`src/rtl/div_unit.sv`:
```
// Multi-cycle restoring radix-2 divider (DIV/DIVU) for the EX stage; returns {remainder, quotient}.
// Optional DIV_BYZERO_FLAG_EN adds a registered divzero_o flag alongside ready_o.
module div_unit #(
  parameter int unsigned DATA_W = 32
) (
  input  logic                  clk,
  input  logic                  rst,
  input  logic                  signed_div_i,
  input  logic [DATA_W-1:0]     opdata1_i,
  input  logic [DATA_W-1:0]     opdata2_i,
  input  logic                  start_i,
  input  logic                  annul_i,
  output logic [2*DATA_W-1:0]   result_o,
  output logic                  ready_o
`ifdef DIV_BYZERO_FLAG_EN
  ,
  output logic                  divzero_o
`endif
);

  localparam int unsigned CNT_W = $clog2(DATA_W + 1);

  typedef enum logic [1:0] {
    S_FREE   = 2'd0,
    S_BYZERO = 2'd1,
    S_ON     = 2'd2,
    S_END    = 2'd3
  } state_e;

  state_e                state_q,    state_d;
  logic [CNT_W-1:0]      cnt_q,      cnt_d;
  logic [DATA_W-1:0]     quot_q,     quot_d;
  logic [DATA_W-1:0]     rem_q,      rem_d;
  logic [DATA_W-1:0]     divisor_q,  divisor_d;
  logic                  neg_quot_q, neg_quot_d;
  logic                  neg_rem_q,  neg_rem_d;
  logic [2*DATA_W-1:0]   result_q,   result_d;
  logic                  ready_q,    ready_d;
`ifdef DIV_BYZERO_FLAG_EN
  logic                  divzero_q,  divzero_d;
`endif

  // Operand magnitudes, only negated for signed ops with a negative operand
  logic              op1_neg_c, op2_neg_c;
  logic [DATA_W-1:0] op1_mag_c, op2_mag_c;

  always_comb begin
    op1_neg_c = signed_div_i & opdata1_i[DATA_W-1];
    op2_neg_c = signed_div_i & opdata2_i[DATA_W-1];
    op1_mag_c = op1_neg_c ? (~opdata1_i + DATA_W'(1)) : opdata1_i;
    op2_mag_c = op2_neg_c ? (~opdata2_i + DATA_W'(1)) : opdata2_i;
  end

  // One restoring step: bring down the next dividend bit and trial-subtract the divisor
  logic [DATA_W:0]   minuend_c;
  logic [DATA_W+1:0] trial_c;
  logic              borrow_c;
  logic [DATA_W-1:0] step_rem_c;
  logic [DATA_W-1:0] step_quot_c;

  always_comb begin
    minuend_c   = {rem_q, quot_q[DATA_W-1]};
    trial_c     = {1'b0, minuend_c} - {2'b00, divisor_q};
    borrow_c    = trial_c[DATA_W+1];
    step_rem_c  = borrow_c ? DATA_W'(minuend_c) : DATA_W'(trial_c);
    step_quot_c = {quot_q[DATA_W-2:0], ~borrow_c};
  end

  // Sign fix-up applied when the magnitude result is complete
  logic [DATA_W-1:0] fix_quot_c;
  logic [DATA_W-1:0] fix_rem_c;

  always_comb begin
    fix_quot_c = neg_quot_q ? (~quot_q + DATA_W'(1)) : quot_q;
    fix_rem_c  = neg_rem_q  ? (~rem_q  + DATA_W'(1)) : rem_q;
  end

  always_comb begin
    state_d    = state_q;
    cnt_d      = cnt_q;
    quot_d     = quot_q;
    rem_d      = rem_q;
    divisor_d  = divisor_q;
    neg_quot_d = neg_quot_q;
    neg_rem_d  = neg_rem_q;
    result_d   = result_q;
    ready_d    = ready_q;
`ifdef DIV_BYZERO_FLAG_EN
    divzero_d  = divzero_q;
`endif

    unique case (state_q)
      S_FREE: begin
        if (start_i && !annul_i) begin
          if (opdata2_i == '0) begin
            state_d = S_BYZERO;
          end else begin
            state_d    = S_ON;
            cnt_d      = '0;
            quot_d     = op1_mag_c;
            rem_d      = '0;
            divisor_d  = op2_mag_c;
            neg_quot_d = op1_neg_c ^ op2_neg_c;
            neg_rem_d  = op1_neg_c;
          end
        end
      end

      S_BYZERO: begin
        state_d  = S_END;
        result_d = '0;
        ready_d  = 1'b1;
`ifdef DIV_BYZERO_FLAG_EN
        divzero_d = 1'b1;
`endif
      end

      S_ON: begin
        if (annul_i) begin
          state_d = S_FREE;
          cnt_d   = '0;
        end else if (cnt_q == CNT_W'(DATA_W)) begin
          state_d  = S_END;
          result_d = {fix_rem_c, fix_quot_c};
          ready_d  = 1'b1;
        end else begin
          quot_d = step_quot_c;
          rem_d  = step_rem_c;
          cnt_d  = cnt_q + CNT_W'(1);
        end
      end

      S_END: begin
        // EX holds start_i until it has consumed the result
        if (!start_i || annul_i) begin
          state_d  = S_FREE;
          result_d = '0;
          ready_d  = 1'b0;
`ifdef DIV_BYZERO_FLAG_EN
          divzero_d = 1'b0;
`endif
        end
      end

      default: begin
        state_d = S_FREE;
      end
    endcase
  end

  always_ff @(posedge clk) begin
    if (rst) begin
      state_q    <= S_FREE;
      cnt_q      <= '0;
      quot_q     <= '0;
      rem_q      <= '0;
      divisor_q  <= '0;
      neg_quot_q <= 1'b0;
      neg_rem_q  <= 1'b0;
      result_q   <= '0;
      ready_q    <= 1'b0;
`ifdef DIV_BYZERO_FLAG_EN
      divzero_q  <= 1'b0;
`endif
    end else begin
      state_q    <= state_d;
      cnt_q      <= cnt_d;
      quot_q     <= quot_d;
      rem_q      <= rem_d;
      divisor_q  <= divisor_d;
      neg_quot_q <= neg_quot_d;
      neg_rem_q  <= neg_rem_d;
      result_q   <= result_d;
      ready_q    <= ready_d;
`ifdef DIV_BYZERO_FLAG_EN
      divzero_q  <= divzero_d;
`endif
    end
  end

  assign result_o = result_q;
  assign ready_o  = ready_q;
`ifdef DIV_BYZERO_FLAG_EN
  assign divzero_o = divzero_q;
`endif

endmodule

```
`config.mk`:
```
export PLATFORM = sky130hd
export DESIGN_NAME = div_unit
export DESIGN_NICKNAME = d
export VERILOG_FILES = /design/src/rtl/div_unit.sv
export SDC_FILE = /design/constraint.sdc
export NUM_CORES = 1
export LEC_CHECK = 0
export ABC_AREA = 1
export CAP_MARGIN = 20
export CORE_MARGIN = 5
export CORE_UTILIZATION = 47
export CTS_CLUSTER_DIAMETER = 120
export DETAILED_ROUTE_END_ITERATION = 6
export PLACE_DENSITY = 0.79
export SLEW_MARGIN = 20
export SYNTH_ARGS = -nofsm -noshare
export SYNTH_HDL_FRONTEND = slang
export SYNTH_SLANG_ARGS = --single-unit
```
`constraint.sdc`:
```
create_clock -name clk -period 4.3 [get_ports clk]
set_input_delay 0.645 -clock clk [delete_from_list [all_inputs] [get_ports clk]]
set_output_delay 0.645 -clock clk [all_outputs]
set_load 0.01 [all_outputs]
```
==> flow_metrics.env <==
export IMPL_vdd_drop_max_mv=0.267
export IMPL_clkLatencyLatePin_ns=0.45
export IMPL_cts_clk_slew_worst_paths_ns=0.07
export IMPL_place_congestion=0.963
export IMPL_ioPinCount=134
export IMPL_cp_end_kind="flip-flop"
export IMPL_synthToLayoutAreaGrowth_pct=15.6
export IMPL_timing_setup_tns_ns=0
export IMPL_period_needed_ns=2.77
export IMPL_final_core_util_pct=55.4
export IMPL_die_h_um=176
export IMPL_comb_power_share_pct=40.1
export IMPL_p_int_mw=3.31
export IMPL_dp_slack_ns=1.12
export IMPL_drt_iter0_drc=1474
export IMPL_grt_usage_pct=26.4
export IMPL_skew_ns=0.0140
export IMPL_postRouteAntennaNets=0
export IMPL_worstMarginPinSlew_ns=0.758
export IMPL_core_area_um2=27000
export IMPL_ys_warn_count=0
export IMPL_crit_fanout=54
export IMPL_synth_cell_types=48
export IMPL_synth_edf_count=0
export IMPL_final_max_slew_viol_count=0
export IMPL_antenna_found_initial=0
export IMPL_dieArea_um2=31000
export IMPL_cp_data_arrival_time_ns=3.11
export IMPL_crit_start="opdata2_i[0]"
export IMPL_cts_root_buf="clkbuf_16"
export IMPL_yosys_area_top_type="dfxtp_1"
export IMPL_grt_pass1_wl_mm=67.2
export IMPL_cts_max_path_buffers=2
export IMPL_power_density_nw_per_um2=386
export IMPL_cp_start_kind="primary input"
export IMPL_grt_pass1_vias=13200
export IMPL_fin_crit_sh_pct=64.5
export IMPL_synthesis_nets=2292
export IMPL_clock_sinks=171
export IMPL_numCtsBuffers=17
export IMPL_worstPathRequired_ns=4.64
export IMPL_drc=0
export IMPL_post_drt_wl_per_cell_um=16.1
export IMPL_power_frac_seq_pct=32.3
export IMPL_power_share_clock_pct=27.6
export IMPL_regToRegStartpoint="rem_q[21]"
export IMPL_critPathKind="primary input to flip-flop"
export IMPL_syn_area_um2=13000
export IMPL_start_util_pct=48.0
export IMPL_async_flop_share_pct=0
export IMPL_synth_top_area_share_pct=26.4
export IMPL_num_antenna_cells=0
export IMPL_hold_buffers=0
export IMPL_hold_path_class="flip-flop to flip-flop"
export IMPL_htreeDepth=4
export IMPL_postSynthAreaPerCell_um2=5.93
export IMPL_ys_ff_latch=171
export IMPL_die_w_um=176
export IMPL_cts_tree="done"
export IMPL_grt_max_degree=102
export IMPL_slew_headroom_pct=49.4
export IMPL_ys_seq_area_share_pct=26.4
export IMPL_fp_row_count=60
export IMPL_setup_viol=0
export IMPL_wl_mm=42.2
export IMPL_synthFlopType="dfxtp_1"
export IMPL_first_pass_iters=6
export IMPL_setup_slack_ns=1.53
export IMPL_n_fill_cell=2695
export IMPL_cap_violations=0
export IMPL_num_vias=14600
export IMPL_synth_cells=2184
export IMPL_netSwitchingFraction_pct=42.7
export IMPL_cts_setup_buffers=0
export IMPL_cts_resized=0
export IMPL_layout_nets=2372
export IMPL_hpwl_mm=31.8
export IMPL_leakagePower_nw=6.81
export IMPL_drive_gt1_share_pct=4.87
export IMPL_grt_overflow=0
export IMPL_post_drt_via_cell_ratio=5.56
export IMPL_io_buffers=133
export IMPL_max_freq_mhz=360
export IMPL_layout_commonest_cell="nand2_1"
export IMPL_hold_viol=0
export IMPL_rsz0062_at_grt="no"
export IMPL_final_cell_mix="nand2_1, inv_1, nand3_1, a21oi_1, nor2_1"
export IMPL_power_total_mw=5.78
export IMPL_status="finished clean"
export IMPL_synth_area_leaders="dfxtp_1, nand2_1, nand3_1, a21oi_1, inv_1"
export IMPL_holdCritStartpoint="result_o[56]"
export IMPL_netSwitchingPower_mw=2.47
[kinds of logic after synthesis]
kind of cell / share of synthesized area, %
flops: 26.4
simple gates: 38.2
xor+xnor: 3.18
fa+ha+maj: 3.82
compound gates: 16.5
buf+inv: 11.9
[registers in the layout (all words and copies together) (netlist names)]
name / cells
neg_quot_q: 1
divisor_q: 32
state_q: 2
result_o: 64
ready_o: 1
rem_q: 32
cnt_q: 6
neg_rem_q: 1
quot_q: 32
[power by group through the flow]
stage | combinational, mW | clock (mW) | sequential [mW]
2_1_floorplan | 1.70 | 0 | 1.86
3_3_place_gp | 2.22 | 0 | 1.89
3_5_place_dp | 2.24 | 0 | 1.90
4_1_cts | 2.26 | 1.60 | 1.86
5_1_grt | 2.58 | 1.66 | 1.88
6_report | 2.32 | 1.59 | 1.87
[stage by stage]
step | instance area (µm²) | instances | hold slack (ns)
finish | 15000 | 2618 | 0.463
global route | 15000 | 2618 | 0.485
CTS | 15000 | 2617 | 0.466
detailed placement | 14400 | 2585 | 0.456
global placement | 14400 | 2585 | 0.451
floorplan | 13000 | 2184 | 0.430
[final timing paths]
path | to | slack, ns | cells past startpoint
worst min-delay path | result_o[56] | 0.46 | 2
worst max-delay path | divisor_q[28] | 1.53 | 11
worst max register to register | rem_q[21] | 1.58 | 12
worst min register to register | result_o[56] | 0.46 | 2
[cell usage after synthesis (3+ instances only)]
master	number
a21oi_1	223
a31oi_1	4
and2_1	6
buf_1	6
buf_2	21
buf_4	11
buf_6	6
clkbuf_1	38
clkinv_1	4
dfxtp_1	171
ha_1	38
inv_1	273
inv_2	21
nand2_1	589
nand2_2	8
nand2_4	4
nand3_1	228
nand3_2	3
nand3b_1	11
nand4_1	31
nor2_1	191
nor2_2	11
nor2_4	6
nor3_1	28
nor4_1	6
o211ai_1	6
o21ai_0	110
o21ai_1	46
o21ai_2	3
o21bai_1	3
o22ai_1	8
or2_2	4
xnor2_1	23
xor2_1	24
[layout make-up]
type / instances / area, µm² / area share [%]
Clock buffer: 17 / 425 / 2.84
Multi-Input combinational cell: 1633 / 8000 / 53.4
Sequential cell: 171 / 3420 / 22.9
Inverter: 298 / 1120 / 7.47
Timing Repair Buffer: 143 / 1420 / 9.50
Tap cell: 341 / 427 / 2.85
Clock inverter: 15 / 163 / 1.09
[critical path: stages]
cell and delay [ns]:
clkdlybuf4s50_1 0.45, inv_1 0.08, ha_1 0.25, nand3_1 0.11, nor2_1 0.06, nand4_2 0.13
nand3_2 0.26, inv_2 0.66, o21ai_0 0.17, o21ai_0 0.20, inv_1 0.06
[per-layer routing]
layer | global-route usage [%] | share of wire [%] | up-vias
met3 | 4.26 | 7.3 | 93
met1 | 36.5 | 45 | 6625
li1 | - | - | 7258
met4 | 9.75 | 3.6 | 0
met5 | 0 | 0 | -
met2 | 41.7 | 44 | 593
No activity file was read; power rests on OpenSTA's default activity.
